$ cat src/rtl/ram_arbiter_pkg.sv
// Shared constants for the two-port RAM arbiter: default address width,
// data width and the port-ID encoding used by the last-grant register.
package ram_arbiter_pkg;

    localparam int ADDRESS_WIDTH_DEFAULT = 12;
    localparam int DATA_WIDTH            = 8;

    typedef enum logic {
        PORT_A = 1'b0,
        PORT_B = 1'b1
    } port_e;

endpackage

$ cat src/rtl/rr_arb2.sv
// Two-way round-robin arbiter with a fixed-priority override for port B.
// Grants are combinational; only the last-granted port is registered.
module rr_arb2
    import ram_arbiter_pkg::*;
(
    input  logic clk,
    input  logic rst,
    input  logic req_a,
    input  logic req_b,
    input  logic prio_b,
    output logic gnt_a,
    output logic gnt_b
);

    port_e last_grant;

    always_comb begin
        // NOTE: every output gets a default before any branch so no path can infer a latch.
        gnt_a = 1'b0;
        gnt_b = 1'b0;
        if (!rst) begin
            if (prio_b) begin
                gnt_b = req_b;
                gnt_a = req_a & ~req_b;
            end else if (req_a && req_b) begin
                gnt_a = (last_grant == PORT_B);
                gnt_b = (last_grant == PORT_A);
            end else begin
                gnt_a = req_a;
                gnt_b = req_b;
            end
        end
    end

    // Reset to B so A wins the first contended round-robin cycle.
    always_ff @(posedge clk) begin
        // NOTE: sequential state uses non-blocking assignments only.
        if (rst)        last_grant <= PORT_B;
        else if (gnt_a) last_grant <= PORT_A;
        else if (gnt_b) last_grant <= PORT_B;
    end

endmodule

$ cat src/rtl/ram_arbiter.sv
// Arbitrates a CPU port (A) and a PPU/DMA port (B) onto one single-port RAM
// with registered read data; one access per cycle, no bubbles.
module ram_arbiter
    import ram_arbiter_pkg::*;
#(
    parameter int ADDRESS_WIDTH = ADDRESS_WIDTH_DEFAULT
) (
    input  logic                     clk,
    input  logic                     rst,
    input  logic                     prio_b,

    input  logic                     a_req,
    input  logic [ADDRESS_WIDTH-1:0] a_addr,
    input  logic                     a_wr_en,
    input  logic [DATA_WIDTH-1:0]    a_wdata,
    output logic                     a_gnt,
    output logic                     a_rvalid,
    output logic [DATA_WIDTH-1:0]    a_rdata,

    input  logic                     b_req,
    input  logic [ADDRESS_WIDTH-1:0] b_addr,
    input  logic                     b_wr_en,
    input  logic [DATA_WIDTH-1:0]    b_wdata,
    output logic                     b_gnt,
    output logic                     b_rvalid,
    output logic [DATA_WIDTH-1:0]    b_rdata,

    output logic                     ram_en,
    output logic [ADDRESS_WIDTH-1:0] ram_addr,
    output logic                     ram_wr_en,
    output logic [DATA_WIDTH-1:0]    ram_data_in,
    input  logic [DATA_WIDTH-1:0]    ram_data_out
);

    logic a_rvalid_q;
    logic b_rvalid_q;

    rr_arb2 u_arb (
        .clk    (clk),
        .rst    (rst),
        .req_a  (a_req),
        .req_b  (b_req),
        .prio_b (prio_b),
        .gnt_a  (a_gnt),
        .gnt_b  (b_gnt)
    );

    // Idle cycles drive zeros so the RAM bus is quiet and deterministic.
    always_comb begin
        ram_en      = a_gnt | b_gnt;
        ram_addr    = '0;
        ram_wr_en   = 1'b0;
        ram_data_in = '0;
        if (a_gnt) begin
            ram_addr    = a_addr;
            ram_wr_en   = a_wr_en;
            ram_data_in = a_wdata;
        end else if (b_gnt) begin
            ram_addr    = b_addr;
            ram_wr_en   = b_wr_en;
            ram_data_in = b_wdata;
        end
    end

    always_ff @(posedge clk) begin
        if (rst) begin
            a_rvalid_q <= 1'b0;
            b_rvalid_q <= 1'b0;
        end else begin
            a_rvalid_q <= a_gnt & ~a_wr_en;
            b_rvalid_q <= b_gnt & ~b_wr_en;
        end
    end

    // Masking with rst also kills a read returning in the very cycle reset rises.
    assign a_rvalid = a_rvalid_q & ~rst;
    assign b_rvalid = b_rvalid_q & ~rst;
    assign a_rdata  = ram_data_out;
    assign b_rdata  = ram_data_out;

endmodule
$ cat config.mk
export PLATFORM = sky130hd
export DESIGN_NAME = ram_arbiter
export DESIGN_NICKNAME = d
export VERILOG_FILES = /design/src/rtl/ram_arbiter_pkg.sv /design/src/rtl/rr_arb2.sv /design/src/rtl/ram_arbiter.sv
export SDC_FILE = /design/constraint.sdc
export NUM_CORES = 1
export LEC_CHECK = 0
export ABC_AREA = 0
export ABC_CLOCK_PERIOD_IN_PS = 1200
export BUFFER_PORTS_ARGS = -buffer_cell sky130_fd_sc_hd__buf_2
export CORE_MARGIN = 5
export CORE_UTILIZATION = 25
export DETAILED_ROUTE_END_ITERATION = 16
export PLACE_DENSITY = 0.92
export SLEW_MARGIN = 20
export SYNTH_ARGS = -nofsm -noshare
export SYNTH_HDL_FRONTEND = slang
export SYNTH_SLANG_ARGS = --single-unit
$ cat constraint.sdc
create_clock -name clk -period 1.2 [get_ports clk]
set_input_delay 0.06 -clock clk [delete_from_list [all_inputs] [get_ports clk]]
set_output_delay 0.06 -clock clk [all_outputs]
set_load 0.02 [all_outputs]
Word-level counts from Yosys, hierarchy flattened. Index checks and enable logic that the tools add are counted.

Input bits: 55. Logic and storage cells: 30. Register bits: 3. Output and inout port bits: 42.

Bitwise gates (word level): 11. Muxes and demuxes: 14. Reduce and logical (&&, ||, !) cells: 2.

Operators by type and width (number): $mux 12 (2); $mux 8 (2); $mux 1 (10); $and 1x1->1 (5); $not 1->1 (5); $reduce_bool 2->1 (1); $logic_and 1x1->1 (1); $or 1x1->1 (1).

Logic depth before layout (Yosys ltp).
Depth in word-level cells: 6. Mapped depth: 4. Gate-level depth less buffers: 3.

Hierarchy. From an unflattened synthesis, not the netlist that was laid out.

Cells, all modules: 61. Area total of the unflattened synthesis: 515.5 um^2.

Modules (own cells, without submodules): ram_arbiter (sequential area each 40.0 um^2, times used 1, area each 446.7 um^2, cells each 54); rr_arb2 (sequential area each 20.0 um^2, times used 1, area each 68.8 um^2, cells each 7).

Worst setup path before layout. Ideal clock, no wire load.

Kind: flip-flop to output port. Start point: register u_arb.last_grant. End point: output ram_addr[0]. Cell stages (with the launch flop): 5. Buffers on the path: 1. Slack: -0.016 ns. Data required time: 1.140 ns. Arrival time: 1.156 ns. Path through: dfxtp_1 -> nand2b_4 -> a211oi_4 -> buf_6 -> a22o_1.

Word-level cells in the longest chain between the ends: 6. Elaborated cells between the ends (all ways): 9. Those cells by class: 8 x mux; 1 x bitwise.

Ends and longest elaborated chain: from (decl) (RTL line rr_arb2.sv:15) `port_e last_grant;`; from (signal assigned) (RTL line rr_arb2.sv:38) `if (rst) last_grant <= PORT_B;`; from (signal assigned) (RTL line rr_arb2.sv:39) `else if (gnt_a) last_grant <= PORT_A;`; from (signal assigned) (RTL line rr_arb2.sv:40) `else if (gnt_b) last_grant <= PORT_B;`; $not 1->1 (RTL line rr_arb2.sv:27) `gnt_b = (last_grant == PORT_A);`; $mux 1 (RTL line rr_arb2.sv:25) `end else if (req_a && req_b) begin`; $mux 1 (RTL line rr_arb2.sv:22) `if (prio_b) begin`; $mux 1 (RTL line rr_arb2.sv:21) `if (!rst) begin`; $mux 12 (RTL line ram_arbiter.sv:58) `end else if (b_gnt) begin`; $mux 12 (*) (RTL line ram_arbiter.sv:54) `if (a_gnt) begin`; to (decl) (RTL line ram_arbiter.sv:29) `output logic [ADDRESS_WIDTH-1:0] ram_addr,`.

Every way passes the cells marked *; elsewhere a longest branch is shown, timed or not.

Final worst setup path.
Start point: register u_arb.last_grant. End point: output ram_data_in[4].

Word-level cells in the longest chain between the ends: 6. Elaborated cells between the ends (all ways): 9. Those cells by class: 8 x mux; 1 x bitwise.

Ends and longest elaborated chain: $not 1->1 (RTL line rr_arb2.sv:27); $mux 1 (RTL line rr_arb2.sv:25); $mux 1 (RTL line rr_arb2.sv:22); $mux 1 (RTL line rr_arb2.sv:21); $mux 8 (RTL line ram_arbiter.sv:58); $mux 8 (*) (RTL line ram_arbiter.sv:54); to (decl) (RTL line ram_arbiter.sv:31) `output logic [DATA_WIDTH-1:0] ram_data_in,`.

Marks and branches as above.

==> results.tsv <==
metric	value	unit
Initial Util	0.258	
Die ar.	0.00300	mm²
Slew headroom	0.885	
top_reg_cell synth	dfxtp_1	
R2R Path Start	u_arb.last_grant	
Critical Path Sink	ram_data_in[4]	
post-DP HPWL	1.93	mm
setup ws final	-250	ps
Yosys top cell area share	0.239	
RR Endpoint	b_rvalid_q	
TritonCTS clock tree	built	
Tcrit/Tclk final	1.21	
Crit path depth	6	
Fin. Hold Viols	0	
Syn Std Cell Area	502	µm²
Power Density	682	mW/mm²
outcome	complete, but fails checks	
input/output buffers	72	
share of cells above drive strength 1	0.773	
Slew @ Worst Pin	171	ps
failing checks	setup timing	
Ports	97	
leakage power	0.567	nW
Seq/Total Area, Yosys	0.120	
CP bufs+invs	3	
CTS clock-pin slew for the worst setup and hold paths	30	ps
RSZ-0062 raised after global routing	true	
Post-synth top cells	buf_4 (16), a22o_1 (13), a22o_2 (8)	
critical path's top delay family	buffers and inverters	
Distinct cells, synth	14	
critical-path cell list	nand2b_4 -> a211oi_4 -> buf_6 -> buf_6 -> a22o_1 -> buf_6	
Fillers	191	
initial antenna violation count	0	
post-synth top area cell	buf_4	
vias per cell	4.55	
clk buf depth	2	
Max-Cap Viols	0	
Setup CP Type	reg2out	
Area Growth Syn to Fin	104	%
Crit. End Element	output port	
Placed Cells incl. Taps	138	
DR vias	664	
top cells by area, synth	buf_4 (24%), a22o_1 (23%), a22o_2 (16%), dfxtp_1 (12%), buf_6 (4.5%)	
slowest cell delay on critical path	340	ps
post-route insts no fill	146	
drt wl/cell	16.3	µm
Synth Warn #	0	
chip width	54.8	µm
ys async rst share	0	
fin nets	175	
CTS sink count	3	
vias in the first global route	720	
final slew viol count	0	
Final Critical Period	1450	ps
first-pass GRT wire length	3.22	mm
post-synthesis register bit count	3	
Clock Skew	2.75	ps
reg2reg path depth	4	
Syn Area/Cell	8.96	µm²
syn nets	111	
clk_lat worst skew	230	ps
Max H-tree Level	1	
Die Y	54.8	µm
drt first-iter violations	2	
worst-case vdd ir drop	325	µV
cts bufs inserted	3	
antenna-violating nets left	0	
worst min path class	in2out	
Post-synth EDFFs	0	
Overflow after GRT	0	
crit path launch	u_arb.last_grant	
pin count of the biggest net entering global routing	24	
CORE AREA	0.00194	mm²
gr usage total	0.155	
CP Launch Type	register	
ANT cells	0	
CP dominant cell by count	buf_6	
routed wire length	2.38	mm
global placer's final weighted congestion	0.675	
maximum clock rate	690	MHz
row count	16	
most common cell in the netlist	buf_4	
Root Driver	clkbuf_4	
Crit path required time	1140	ps
drt first pass iters	4	
hold slack	120	ps
CP Max Fanout	6	
number of remaining DRC errors	0	
Syn Inst Count	56	
crit path DAT	1390	ps
worst reg2reg setup slack	150	ps
CP max-delay cell	dfxtp_2	
final setup fails	23	
power by group:
group	switching, W	internal, W	leakage, nW
logic	0.000189	0.000231	0.527
clock network	0.0000451	0.000124	0.0150
registers	0.00000291	0.000106	0.0244
per-layer routing:
metal  vias up  GRT usage  share of wire
li1        321          -              -
met1       294      0.142           0.30
met2        47      0.299           0.59
met3         2     0.0572          0.098
met4         0     0.0622          0.013
met5         -          0              0
per-stage QoR:
stage / total power (W) / setup TNS, ps / util / instance area (µm²) / worst slack, ps
3_5_place_dp: 0.000430 / -1220 / 0.401 / 778 / -84.1
5_1_grt: 0.000746 / -6510 / 0.527 / 1020 / -321
4_1_cts: 0.000707 / -5930 / 0.527 / 1020 / -300
3_3_place_gp: 0.000422 / -427 / 0.401 / 778 / -46.3
6_report: 0.000698 / -5130 / 0.527 / 1020 / -250
2_1_floorplan: 0.000359 / 0 / - / 502 / 7.44
flip-flops by register name, indices dropped and copies added (netlist names):
name	count
a_rvalid_q	1
b_rvalid_q	1
u_arb.last_grant	1
cells by family (layout without fill, tap and decap cells):
family,Yosys count,after routing,synth area share
AOI/OAI and AO/OA,24,24,0.466
buffers and inverters,22,85,0.319
and+or+nand+nor,7,7,0.0948
DFF,3,3,0.120
how the worst min path moves through the flow:
stage	from	to	slack (ps)	cells past startpoint
floorplan	b_wr_en	b_rvalid_q	130	1
detailed placement	ram_data_out[1]	a_rdata[1]	120	0
global placement	ram_data_out[1]	a_rdata[1]	120	0
finish	ram_data_out[1]	a_rdata[1]	120	0
CTS	ram_data_out[1]	a_rdata[1]	120	0
global route	ram_data_out[6]	b_rdata[6]	120	0
cell usage in the layout (no fill, tap or decap):
| cell | n |
|---|---|
| a211oi_4 | 1 |
| a22o_2 | 5 |
| dfxtp_2 | 1 |
| a221o_1 | 1 |
| clkbuf_1 | 1 |
| buf_2 | 49 |
| buf_6 | 28 |
| clkbuf_4 | 3 |
| dlygate4sd3_1 | 1 |
| a22o_1 | 13 |
| a22o_4 | 3 |
| nor2_1 | 2 |
| o211a_1 | 1 |
| and2b_1 | 1 |
| nor2b_1 | 3 |
| dfxtp_1 | 2 |
| inv_1 | 2 |
| nand2b_4 | 1 |
| buf_12 | 1 |
worst reg2reg max path, cell delays in order (launching register included):
cell and delay [ps]:
dfxtp_2 340, nand2b_4 70, o211a_1 240, buf_12 160, nor2b_1 130
layout make-up:
class | count | area, µm² | area share
sequential | 3 | 61.3 | 0.0599
timing repair buffer | 79 | 591 | 0.577
inverter | 2 | 7.51 | 0.00733
clock buffer | 4 | 26.3 | 0.0257
multi-input combinational | 31 | 304 | 0.297
tap | 27 | 33.8 | 0.0330
timing repair:
action | 4_1_cts | 5_1_grt
resized for setup | 57 | 0
endpoints found under the hold margin | 1 | 0
pin swaps | 14 | 2
setup buffers | 1 | 0
hold buffers | 1 | 0
endpoints found under the setup margin | 23 | 23
gates cloned | 2 | 0
Note: power is estimated with default switching activity, not from simulation.
